$ cat src/rtl/div_if.sv
// Streaming handshake bundle for the pipelined divider.
//   master : operand source (drives data_rdy/dividend/divisor, receives results)
//   slave  : divider (receives operands, drives res_rdy/quotient/remainder/div_zero)
// Signals:
//   data_rdy  operands valid this cycle
//   dividend  N-bit unsigned dividend
//   divisor   M-bit unsigned divisor
//   res_rdy   result valid this cycle
//   quotient  N-bit unsigned quotient
//   remainder M-bit unsigned remainder
//   div_zero  result came from a zero divisor
interface div_if #(
  parameter int N = 8,
  parameter int M = 4
) ();
  logic         data_rdy;
  logic [N-1:0] dividend;
  logic [M-1:0] divisor;
  logic         res_rdy;
  logic [N-1:0] quotient;
  logic [M-1:0] remainder;
  logic         div_zero;

  modport master (
    output data_rdy, dividend, divisor,
    input  res_rdy, quotient, remainder, div_zero
  );

  modport slave (
    input  data_rdy, dividend, divisor,
    output res_rdy, quotient, remainder, div_zero
  );
endinterface

$ cat src/rtl/div_pipeline.sv
// Pipelined unsigned restoring divider, one quotient bit resolved per stage.
// Accepts one operand pair per cycle; the result appears exactly N cycles
// after the operands are sampled, in issue order, with no backpressure.
// Ports:
//   clk    rising-edge clock
//   rst    synchronous active-high reset; flushes every stage
//   io_bus div_if slave: data_rdy/dividend/divisor in,
//          res_rdy/quotient/remainder/div_zero out (all registered;
//          result fields are 0 whenever res_rdy is 0)
module div_pipeline #(
  parameter int N = 8,
  parameter int M = 4
) (
  input  logic  clk,
  input  logic  rst,
  div_if.slave  io_bus
);

  typedef struct packed {
    logic         vld;
    logic [M:0]   rem;   // partial remainder, one spare bit for the compare
    logic [N-1:0] quo;   // quotient bits resolved so far, MSB first
    logic [N-1:0] dvd;   // dividend bits not yet consumed, left-justified
    logic [M-1:0] dsr;
    logic         zero;
  } stage_t;

  stage_t r_stg [N];
  stage_t w_in  [N];
  stage_t w_nxt [N];

  // One restoring step: shift in the next dividend bit and try to subtract.
  // Bubbles produce an all-zero stage so result fields read 0 when invalid.
  function automatic stage_t div_step(input stage_t s);
    stage_t     nx;
    logic [M:0] t;
    logic       qbit;
    nx = '0;
    if (s.vld) begin
      t = {s.rem[M-1:0], s.dvd[N-1]};
      if (t >= {1'b0, s.dsr}) begin
        nx.rem = t - {1'b0, s.dsr};
        qbit   = 1'b1;
      end else begin
        nx.rem = t;
        qbit   = 1'b0;
      end
      nx.vld  = 1'b1;
      nx.quo  = {s.quo[N-2:0], qbit};
      nx.dvd  = {s.dvd[N-2:0], 1'b0};
      nx.dsr  = s.dsr;
      nx.zero = s.zero;
    end
    return nx;
  endfunction

  // A zero divisor naturally yields an all-ones quotient, but the partial
  // remainder ends up holding the dividend's low bits; force it to 0.
  function automatic stage_t finalize(input stage_t s);
    stage_t nx;
    nx = s;
    if (s.zero) nx.rem = '0;
    return nx;
  endfunction

  always_comb begin
    w_in[0]      = '0;
    w_in[0].vld  = io_bus.data_rdy;
    w_in[0].dvd  = io_bus.dividend;
    w_in[0].dsr  = io_bus.divisor;
    w_in[0].zero = (io_bus.divisor == '0);
    for (int k = 1; k < N; k++) begin
      w_in[k] = r_stg[k-1];
    end
    for (int k = 0; k < N; k++) begin
      w_nxt[k] = div_step(w_in[k]);
    end
    w_nxt[N-1] = finalize(w_nxt[N-1]);
  end

  // Stage registers S0..S(N-1); reset flushes valid and data alike.
  always_ff @(posedge clk) begin
    if (rst) begin
      for (int k = 0; k < N; k++) begin
        r_stg[k] <= '0;
      end
    end else begin
      for (int k = 0; k < N; k++) begin
        r_stg[k] <= w_nxt[k];
      end
    end
  end

  assign io_bus.res_rdy   = r_stg[N-1].vld;
  assign io_bus.quotient  = r_stg[N-1].quo;
  assign io_bus.remainder = r_stg[N-1].rem[M-1:0];
  assign io_bus.div_zero  = r_stg[N-1].zero;

endmodule
$ cat src/flat_wrapper.sv
// flat-port wrapper written by rule: the top's interface ports become plain ports
module div_pipeline_flat 
#(
  parameter int N = 8,
  parameter int M = 4
)
  (clk, rst, io_bus_data_rdy, io_bus_dividend, io_bus_divisor, io_bus_res_rdy, io_bus_quotient, io_bus_remainder, io_bus_div_zero);
  div_if #(.N(N), .M(M)) io_bus_i ();
  input  logic clk;
  input  logic rst;
  input wire logic [$bits(io_bus_i.data_rdy)-1:0] io_bus_data_rdy;
  input wire logic [$bits(io_bus_i.dividend)-1:0] io_bus_dividend;
  input wire logic [$bits(io_bus_i.divisor)-1:0] io_bus_divisor;
  output wire logic [$bits(io_bus_i.res_rdy)-1:0] io_bus_res_rdy;
  output wire logic [$bits(io_bus_i.quotient)-1:0] io_bus_quotient;
  output wire logic [$bits(io_bus_i.remainder)-1:0] io_bus_remainder;
  output wire logic [$bits(io_bus_i.div_zero)-1:0] io_bus_div_zero;
  assign io_bus_i.data_rdy = io_bus_data_rdy;
  assign io_bus_i.dividend = io_bus_dividend;
  assign io_bus_i.divisor = io_bus_divisor;
  assign io_bus_res_rdy = io_bus_i.res_rdy;
  assign io_bus_quotient = io_bus_i.quotient;
  assign io_bus_remainder = io_bus_i.remainder;
  assign io_bus_div_zero = io_bus_i.div_zero;
  div_pipeline #(.N(N), .M(M)) u_core (.clk(clk), .rst(rst), .io_bus(io_bus_i));
endmodule
$ cat config.mk
export PLATFORM = sky130hd
export DESIGN_NAME = div_pipeline_flat
export DESIGN_NICKNAME = d
export VERILOG_FILES = /design/src/rtl/div_if.sv /design/src/rtl/div_pipeline.sv /design/src/flat_wrapper.sv
export SDC_FILE = /design/constraint.sdc
export NUM_CORES = 1
export LEC_CHECK = 0
export BUFFER_PORTS_ARGS = -buffer_cell sky130_fd_sc_hd__buf_2
export CORE_MARGIN = 5
export CORE_UTILIZATION = 60
export DETAILED_ROUTE_END_ITERATION = 10
export GPL_ROUTABILITY_DRIVEN = 0
export GPL_TIMING_DRIVEN = 0
export PLACE_DENSITY = 0.82
export SETUP_SLACK_MARGIN = 0.2
export SYNTH_ARGS = -nofsm -noshare
export SYNTH_HDL_FRONTEND = slang
export SYNTH_SLANG_ARGS = --single-unit
$ cat constraint.sdc
create_clock -name clk -period 2 [get_ports clk]
set_input_delay 0.3 -clock clk [delete_from_list [all_inputs] [get_ports clk]]
set_output_delay 0.3 -clock clk [all_outputs]
set_load 0.03 [all_outputs]
==> impl_metrics.py, run 1 <==
metrics = {
    "clock_network": {
        "clk_latency_ps": 520,
        "path_clk_slew_ps": 70,
        "clock-sinks": 140,
        "cts_tree": "built",
        "numCtsBuffers": 17,
        "clockRootBuffer": "clkbuf_8",
        "clockBufferDepth": 2,
        "cts_setup_buffers": 0,
        "htreeDepth": 4,
    },
    "setup_path": {
        "r2r_end": "u_core.r_stg[0][210]",
        "critPathArrivalTime_ps": 2120,
        "cp_max_fo": 4,
        "startpoint_type": "flop",
        "crit_path_cell_trace": "inv_1 -> ha_1 -> nor2b_4 -> o31a_1 -> or3_1 -> and3_1",
        "required_ps": 2410,
        "r2r_start": "u_core.r_stg[0][164]",
        "crit_path_start": "u_core.r_stg[0][164]",
        "crit_path_top_delay_cell": "dfxtp_2",
        "path_class": "reg2reg",
        "slowest_delay_ps": 340,
        "ff2ff_path_depth": 6,
        "rrSetupSlack_ps": 290,
        "end_kind": "flop",
    },
    "global_routing": {
        "antenna_found_initial": 0,
        "grt_pass1_wl_mm": 15.9,
        "grt_pass1_vias": 3660,
        "grt_util_all_layers_pct": 19.6,
        "grt_max_degree": 17,
        "gr-total-overflow": 0,
    },
    "synthesis": {
        "synth_top_area_cell": "dfxtp_1",
        "ys.flop_type": "dfxtp_1",
        "async_flop_share_pct": 0,
        "yosysWarnings": 0,
        "synth_area_leaders": "dfxtp_1, and2_1, ha_1",
        "yosys.area_share.simple_pct": 18.6,
        "synth.area.mux_share_pct": 0.388,
        "synth_edf_count": 0,
        "synth_top_area_share_pct": 54.3,
        "synth_nets": 554,
        "synth_cell_type_count": 35,
        "yosysSeqAreaShare_pct": 54.3,
        "postSynthCellCount": 502,
        "synth_xor_xnor_area_share_pct": 1.36,
        "syn_area_per_cell_um2": 10.3,
        "synth-adder-area-share_pct": 9.98,
        "synth_top_family_by_area": "simple AND/OR/NAND/NOR gates",
        "netlist_area_um2": 5170,
        "yosys_register_bits": 140,
        "synth_compound_area_share_pct": 8.43,
    },
    "finish": {
        "top_register": "u_core.r_stg",
        "largest_register_ffs": 140,
        "area_delta_synth_final_pct": 18.5,
        "fill_cells": 526,
        "layout_commonest_cell": "dfxtp_1",
        "drive_above_1_share_pct": 17.0,
        "post-route-util_pct": 73.8,
        "layout_common_cells": "dfxtp_1, and2_1, inv_1",
        "final_nets": 610,
        "top_regs": "u_core.r_stg (140)",
        "num_antenna_cells": 0,
    },
    "die": {
        "die_h_um": 103,
        "io_pins": 29,
        "start_util_pct": 62.2,
        "die_w_um": 103,
        "die_area_um2": 10600,
        "core_area_um2": 8300,
        "rows": 33,
    },
    "power": {
        "p_leak_nw": 2.63,
        "power_density_nw_per_um2": 978,
        "peakVddDrop_mv": 0.763,
    },
    "hold_path": {
        "hold_depth": 2,
        "hold_end": "u_core.r_stg[0][3]",
        "hp-class": "in2reg",
        "min_from": "io_bus_divisor[2]",
    },
    "sta": {
        "slew_headroom_pct": 77.1,
        "fmax_mhz": 585,
        "fin_tns_setup_ps": 0,
        "finalHoldViolCount": 0,
        "rsz0062_at_grt": "false",
        "slew_viol_final": 0,
        "tightest_slew_ps": 335,
        "finalCriticalPeriod_ps": 1710,
        "fin_skew_ps": 14.2,
        "final-setup-viol-count": 0,
        "fin_crit_sh_pct": 85.5,
    },
    "drt": {
        "vias_per_cell": 5.14,
        "wl_mm": 9.25,
        "firstDrtPassIters": 4,
        "wl_per_cell_um": 13.7,
        "vias": 3476,
        "drt_iter0_drc": 116,
        "postRouteAntennaNets": 0,
        "drc": 0,
    },
    "outcome": {
        "outcome": "complete, no violations",
    },
    "placed_design": {
        "portBuffers": 27,
        "place_hpwl_mm": 6.21,
    },
    "run": {
        "cap_violations": 0,
    },
}
==> layer usage <==
metal | up-vias | GRT usage, % | share of wire (%)
met5 | - | 0 | 0
met4 | 0 | 7.37 | 1.7
met3 | 17 | 5.41 | 3.2
met2 | 67 | 40.8 | 61
met1 | 1634 | 17.3 | 34
li1 | 1758 | - | -
==> power breakdown <==
group | total [mW] | switching, mW | internal, mW | leakage, nW
clock | 3.02 | 1.30 | 1.72 | 0.282
sequential | 2.82 | 0.00804 | 2.81 | 1.13
combinational | 0.149 | 0.0797 | 0.0689 | 1.22
total | 5.99 | 1.39 | 4.60 | 2.63
==> worst max-delay path: cells and delay by family (launching register included) <==
family	cells	cell delay, ps
simple gates	3	630
flops	1	340
buf+inv	1	50
compound gates	1	290
fa+ha+maj	1	310
==> cells by family (layout without fill, tap and decap cells) <==
group                    count (synthesis)  count (layout)
flip-flops                             140             140
multiplexers                             2               2
XOR/XNOR                                 8               8
AND/OR/NAND/NOR                        178             178
adder cells (fa/ha/maj)                 37              37
buffers and inverters                   79             148
AO/OA/AOI/OAI                           58              58
==> worst max path at each step <==
stage | depth (start not counted) | endpoint
after floorplan | 6 | u_core.r_stg[0][210]
after global placement | 6 | u_core.r_stg[0][210]
after detailed placement | 6 | u_core.r_stg[0][210]
after CTS | 6 | u_core.r_stg[0][210]
after global routing | 6 | u_core.r_stg[0][210]
final | 6 | u_core.r_stg[0][210]
==> metrics by stage <==
step / setup WS, ps / hold slack (ps) / total power [mW] / std cells / instance area (µm²)
after floorplan: 385 / 372 / 2.97 / 502 / 5170
after global placement: 338 / 408 / 3.00 / 634 / 5430
after detailed placement: 290 / 410 / 3.01 / 634 / 5430
after CTS: 284 / 14.3 / 6.02 / 676 / 6120
after global routing: 232 / 45.1 / 6.19 / 676 / 6120
final: 291 / 55.9 / 5.99 / 676 / 6120
==> cells in the mapped netlist (all sizes together) (7+ instances only) <==
| master | n |
|---|---|
| dfxtp | 140 |
| and2 | 74 |
| inv | 53 |
| nor2 | 37 |
| ha | 30 |
| buf | 25 |
| nand3 | 24 |
| o31ai | 22 |
| nand2 | 15 |
| a21oi | 8 |
| nor2b | 8 |
| fa | 7 |
| nand2b | 7 |
| o21ai | 7 |
==> repair_timing <==
action | 4_1_cts | 5_1_grt
endpoints found under the setup margin | 0 | 2
gates resized for setup | 0 | 2
hold endpoints to repair | 11 | 0
hold buffers | 10 | 0
==> cell type report <==
cell class / instances / area, µm² / share of cell area, %
clock inverter: 15 / 173 / 2.82
multi-input combinational: 283 / 2000 / 32.7
inverter: 53 / 199 / 3.25
clock buffer: 17 / 414 / 6.76
timing repair buffer: 37 / 235 / 3.84
sequential: 140 / 2800 / 45.8
buffer: 26 / 165 / 2.70
tap: 105 / 131 / 2.15
Note: power is estimated with default switching activity, not from simulation.
==> run 2, diff against run 1 <==
--- a/config.mk
+++ b/config.mk
@@ -5,13 +5,14 @@
 export SDC_FILE = /design/constraint.sdc
 export NUM_CORES = 1
 export LEC_CHECK = 0
+export ABC_AREA = 1
 export BUFFER_PORTS_ARGS = -buffer_cell sky130_fd_sc_hd__buf_2
 export CORE_MARGIN = 5
 export CORE_UTILIZATION = 60
 export DETAILED_ROUTE_END_ITERATION = 10
 export GPL_ROUTABILITY_DRIVEN = 0
 export GPL_TIMING_DRIVEN = 0
-export PLACE_DENSITY = 0.82
+export PLACE_DENSITY = 0.81
 export SETUP_SLACK_MARGIN = 0.2
 export SYNTH_ARGS = -nofsm -noshare
 export SYNTH_HDL_FRONTEND = slang
==> run 2 against run 1 <==
Non-clock buffer count decreased by 9. Via count increased by 9.3%. Sequential cell count unchanged. Critical path type unchanged. Register-to-register slack improved by 130 ps. Total power increased by 4.8%. Worst setup slack improved by 130 ps. Combinational power increased by 32%. Largest power group unchanged.
==> impl_metrics.py, run 2 <==
metrics = {
    "outcome": {
        "outcome": "complete, no violations",
    },
    "setup_path": {
        "crit_end": "u_core.r_stg[0][185]",
        "path_class": "reg2reg",
        "cp_top_family": "simple AND/OR/NAND/NOR gates",
        "required_ps": 2400,
        "crit_path_top_delay_cell": "ha_1",
        "critPathArrivalTime_ps": 1980,
        "crit_path_start": "u_core.r_stg[0][138]",
        "r2r_end": "u_core.r_stg[0][185]",
        "r2r_start": "u_core.r_stg[0][138]",
        "path_depth": 8,
        "cp_max_fo": 8,
        "ff2ff_path_depth": 8,
        "path_common_cell": "nand2_1",
        "slowest_delay_ps": 370,
        "startpoint_type": "flop",
        "path_buf_inv": 1,
        "end_kind": "flop",
        "rrSetupSlack_ps": 420,
        "crit_path_cell_trace": "inv_1 -> ha_1 -> a21oi_1 -> nand2_1 -> nand2_1 -> nand3b_1 -> nand2_1 -> nor2_1",
    },
    "clock_network": {
        "numCtsBuffers": 17,
        "clockBufferDepth": 2,
        "cts_tree": "built",
        "clock-sinks": 140,
        "path_clk_slew_ps": 60,
        "clockRootBuffer": "clkbuf_8",
        "htreeDepth": 4,
        "clk_latency_ps": 510,
        "cts_setup_buffers": 0,
        "post_cts_resized": 0,
        "postCtsHoldBufs": 7,
    },
    "synthesis": {
        "synth_cell_type_count": 25,
        "synth_top_area_cell": "dfxtp_1",
        "synth_area_leaders": "dfxtp_1, nor2_1, inv_1",
        "yosysSeqAreaShare_pct": 52.5,
        "yosys-top-cells-count": "dfxtp_1, nor2_1, inv_1",
        "yosysMostFrequentCell": "dfxtp_1",
        "async_flop_share_pct": 0,
        "synth_top_area_share_pct": 52.5,
        "postSynthCellCount": 630,
        "ys.flop_type": "dfxtp_1",
        "netlist_area_um2": 5340,
        "yosysWarnings": 0,
        "syn_area_per_cell_um2": 8.47,
        "yosys_register_bits": 140,
        "synth_edf_count": 0,
        "synth_nets": 682,
    },
    "global_routing": {
        "grt_max_degree": 17,
        "grt_pass1_vias": 3894,
        "antenna_found_initial": 0,
        "grt_pass1_wl_mm": 16.0,
        "grt_util_all_layers_pct": 18.2,
        "gr-total-overflow": 0,
    },
    "finish": {
        "fill_cells": 579,
        "area_delta_synth_final_pct": 18.2,
        "ff_latch_area_um2": 2800,
        "final_area_um2": 6310,
        "multiInputGateArea_um2": 1900,
        "layout_common_cells": "dfxtp_1, nor2_1, inv_1",
        "top_regs": "u_core.r_stg (140)",
        "num_antenna_cells": 0,
        "largest_register_ffs": 140,
        "top_register": "u_core.r_stg",
        "post-route-util_pct": 72.7,
        "final_nets": 736,
        "drive_above_1_share_pct": 15.8,
        "layout_commonest_cell": "dfxtp_1",
    },
    "sta": {
        "fin_crit_sh_pct": 79.1,
        "tightest_slew_ps": 280,
        "slew_viol_final": 0,
        "finalCriticalPeriod_ps": 1580,
        "fmax_mhz": 632,
        "slew_headroom_pct": 81.3,
        "final-setup-viol-count": 0,
        "fin_skew_ps": 7.07,
        "fin_tns_setup_ps": 0,
        "fin_ws_ps": 418,
        "rsz0062_at_grt": "false",
        "finalHoldViolCount": 0,
    },
    "drt": {
        "dr_wl_met3_um": 312,
        "drt_iter0_drc": 174,
        "postRouteAntennaNets": 0,
        "drc": 0,
        "wl_mm": 9.45,
        "vias_per_cell": 4.72,
        "wl_met2_mm": 5.50,
        "vias": 3800,
        "firstDrtPassIters": 5,
        "routed.top_layer": "met4",
        "wl_per_cell_um": 11.7,
        "drt-met1-wl_mm": 3.44,
    },
    "die": {
        "die_h_um": 104,
        "core_area_um2": 8680,
        "start_util_pct": 61.5,
        "die_w_um": 104,
        "die_area_um2": 10900,
        "io_pins": 29,
        "rows": 34,
    },
    "run": {
        "cap_violations": 0,
    },
    "placed_design": {
        "placedInstanceArea_um2": 5610,
        "dp_slack_ps": 497,
        "place_hpwl_mm": 6.30,
        "portBuffers": 28,
    },
    "power": {
        "peakVddDrop_mv": 0.807,
        "finalPower_mw": 6.27,
        "power_density_nw_per_um2": 994,
        "p_leak_nw": 2.68,
    },
    "hold_path": {
        "hp-class": "in2reg",
        "hold_depth": 3,
    },
}
[run 2: cells by family (layout without fill, tap and decap cells)]
family                     after synthesis  count (layout)  share of synthesized area (%)
xor gates and xnor gates                 8               8                           1.31
AOI/OAI and AO/OA                       41              41                           4.83
adders and majority gates               37              37                           9.66
DFF                                    140             140                           52.5
and+or+nand+nor                        250             250                           19.9
buffers and inverters                  154             221                           11.8
[run 2: area by class of cell]
cell class	instances	share of cell area, %
sequential	140	44.4
tap	108	2.14
clock buffer	18	6.62
multi-input combinational	336	30.2
buffer	19	1.98
inverter	135	8.03
clock inverter	14	3.27
timing repair buffer	35	3.33
[run 2: worst min path at each step]
stage	startpoint	to	slack (ps)
global placement	u_core.r_stg[0][69]	u_core.r_stg[0][97]	390
floorplan	io_bus_divisor[0]	u_core.r_stg[0][0]	370
global route	io_bus_divisor[3]	u_core.r_stg[0][4]	20
finish	io_bus_dividend[2]	u_core.r_stg[0][8]	40
CTS	io_bus_dividend[3]	u_core.r_stg[0][9]	10
detailed placement	u_core.r_stg[0][91]	u_core.r_stg[0][119]	400
[run 2: worst register-to-register path, delay by kind of cell (launching register included)]
kind / cells / cell delay, ps
AOI/OAI and AO/OA: 1 / 180
adders and majority gates: 1 / 370
DFF: 1 / 310
and+or+nand+nor: 5 / 570
buffers and inverters: 1 / 60
[run 2: stage by stage]
stage,hold slack [ps],cells
final,39.3,805
after global routing,19.8,805
after CTS,9.54,805
after detailed placement,397,766
after global placement,394,766
after floorplan,372,630
[run 2: layer usage]
layer  GRT usage, %  vias up
li1               -     1981
met1           15.9     1723
met2           37.0       73
met3           5.65       23
met4           7.31        0
met5              0        -
[run 2: where the power goes]
| group | leakage, nW | internal, mW | total [mW] | switching [mW] |
|---|---|---|---|---|
| registers | 1.13 | 2.81 | 2.82 | 0.00909 |
| logic | 1.25 | 0.0762 | 0.196 | 0.120 |
| clock network | 0.301 | 2.05 | 3.26 | 1.20 |
| total | 2.68 | 4.94 | 6.27 | 1.33 |
==> run 3, diff against run 2 <==
==> constraint.sdc (replaced) <==
create_clock -name clk -period 1.55 [get_ports clk]
set_input_delay 0.2325 -clock clk [delete_from_list [all_inputs] [get_ports clk]]
set_output_delay 0.2325 -clock clk [all_outputs]
set_load 0.03 [all_outputs]
==> run 3 against run 2 <==
Clock skew increased by 2.5 ps. Total power increased by 33%. Clock power increased by 32%. First-iteration DRC count increased by 30%. Critical endpoint is now u_core.r_stg[0][184]. Largest power group unchanged.
==> impl_metrics.py, run 3 (synthesized netlist as in run 2, its figures left out) <==
metrics = {
    "placed_design": {
        "place_hpwl_mm": 6.30,
        "portBuffers": 28,
    },
    "setup_path": {
        "path_class": "reg2reg",
        "required_ps": 1960,
        "end_kind": "flop",
        "cp_max_fo": 2,
        "critPathArrivalTime_ps": 1840,
        "crit_path_top_delay_cell": "fa_2",
        "cp_top_family": "adder cells",
        "crit_path_cell_trace": "inv_2 -> ha_4 -> fa_2 -> a21boi_2 -> nor2_1",
        "slowest_delay_ps": 560,
        "startpoint_type": "flop",
        "path_buf_inv": 1,
    },
    "sta": {
        "final-setup-viol-count": 0,
        "finalHoldViolCount": 0,
        "fmax_mhz": 699,
        "slew_viol_final": 0,
        "fin_crit_sh_pct": 92.2,
        "finalCriticalPeriod_ps": 1430,
        "tightest_slew_ps": 293,
        "slew_headroom_pct": 80.5,
        "rsz0062_at_grt": "true",
        "fin_skew_ps": 9.54,
        "fin_tns_setup_ps": 0,
    },
    "power": {
        "p_leak_nw": 2.96,
        "pwr-share-comb_pct": 4.8,
        "finalPower_mw": 8.34,
        "seqPwrFrac_pct": 43.7,
        "p_sw_mw": 1.90,
        "pwr-share-clk_pct": 51.5,
        "swShare_pct": 22.8,
        "power_density_nw_per_um2": 1130,
        "peakVddDrop_mv": 1.05,
        "p_int_mw": 6.44,
    },
    "finish": {
        "layout_commonest_cell": "nor2_1",
        "drive_above_1_share_pct": 37.3,
        "layout_common_cells": "nor2_1, dfxtp_1, inv_1",
        "largest_register_ffs": 140,
        "num_antenna_cells": 0,
        "final_nets": 766,
        "top_regs": "u_core.r_stg (140)",
        "area_delta_synth_final_pct": 38.9,
        "top_register": "u_core.r_stg",
    },
    "global_routing": {
        "grt_max_degree": 17,
        "antenna_found_initial": 0,
        "grt_pass1_vias": 4336,
        "gr-total-overflow": 0,
        "grt_pass1_wl_mm": 18.9,
        "grt_util_all_layers_pct": 21.8,
    },
    "clock_network": {
        "numCtsBuffers": 17,
        "clk_latency_ps": 520,
        "cts_tree": "built",
        "clockBufferDepth": 2,
        "clock-sinks": 140,
        "clockRootBuffer": "clkbuf_8",
        "htreeDepth": 4,
        "path_clk_slew_ps": 60,
    },
    "die": {
        "start_util_pct": 61.5,
        "die_h_um": 104,
        "rows": 34,
        "io_pins": 29,
        "die_w_um": 104,
        "core_area_um2": 8680,
        "die_area_um2": 10900,
    },
    "drt": {
        "drt_iter0_drc": 226,
        "vias": 4421,
        "vias_per_cell": 5.29,
        "postRouteAntennaNets": 0,
        "wl_mm": 15.0,
        "drc": 0,
        "wl_per_cell_um": 18.0,
        "firstDrtPassIters": 4,
    },
    "hold_path": {
        "hp-class": "in2reg",
    },
    "outcome": {
        "outcome": "complete, no violations",
    },
    "run": {
        "cap_violations": 0,
    },
}
run 3: cell types whose count changed in the layout (fill, tap and decap cells not counted), moves of 16 or more:
cell,previous run,this run
nand2_1,71,42
inv_1,125,109
buf_4,12,33
dfxtp_2,0,22
dfxtp_1,140,118
nand2_2,3,20
ha_1,30,2
ha_4,0,28
run 3: tightest hold or removal path, stage by stage:
cell	delay, ps
buf_2	100
nand2_1	150
inv_2	110
run 3: path summary, 6_finish.rpt:
kind / slack [ps] / start / to / cells past startpoint
hold reg to reg: 410 / u_core.r_stg[0][122] / u_core.r_stg[0][150] / 2
hold / removal: 120 / io_bus_data_rdy / u_core.r_stg[0][26] / 3
setup reg to reg: 120 / u_core.r_stg[0][147] / u_core.r_stg[0][184] / 5
setup / recovery: 120 / u_core.r_stg[0][147] / u_core.r_stg[0][184] / 5
run 3: metal layers:
layer / up-vias / part of all wire (%) / GRT usage, %
met4: 0 / 7.5 / 12.8
met1: 2063 / 32 / 18.2
li1: 2053 / - / -
met3: 97 / 5.1 / 6.27
met5: - / 0 / 0
met2: 208 / 56 / 43.8
run 3: repair_timing:
| item | 4_1_cts | 5_1_grt |
|---|---|---|
| buffers inserted | 2 | 17 |
| hold buffers | 13 | 0 |
| gates resized for setup | 65 | 144 |
| hold endpoints to repair | 13 | 0 |
| endpoints found under the setup margin | 34 | 47 |
| pin swaps | 12 | 51 |
| gates cloned | 2 | 4 |
run 3: through the flow:
stage / setup slack, ps / cells / hold slack, ps / utilization (%) / area (µm²)
2_1_floorplan: 241 / 630 / 304 / - / 5340
3_3_place_gp: 138 / 766 / 394 / 64.7 / 5610
3_5_place_dp: 46.7 / 766 / 397 / 64.7 / 5610
4_1_cts: 185 / 815 / 16.2 / 77.4 / 6720
5_1_grt: 97.6 / 835 / 113 / 85.4 / 7410
6_report: 120 / 835 / 121 / 85.4 / 7410
run 3: power groups by stage:
stage / Sequential (mW) / Combinational, mW / Clock, mW
after global routing: 3.65 / 0.430 / 4.47
after CTS: 3.64 / 0.302 / 4.24
after global placement: 3.72 / 0.219 / 0
after detailed placement: 3.72 / 0.231 / 0
final: 3.65 / 0.400 / 4.30
after floorplan: 3.71 / 0.171 / 0
run 3: layout make-up:
type / instances / area, µm²
clock buffers: 18 / 418
plain buffers: 19 / 125
inverters: 135 / 509
fillers: 391 / 1260
repair buffers: 59 / 477
well taps: 108 / 135
multi-input cells: 342 / 2710
clock inverters: 14 / 206
flip-flops and latches: 140 / 2830
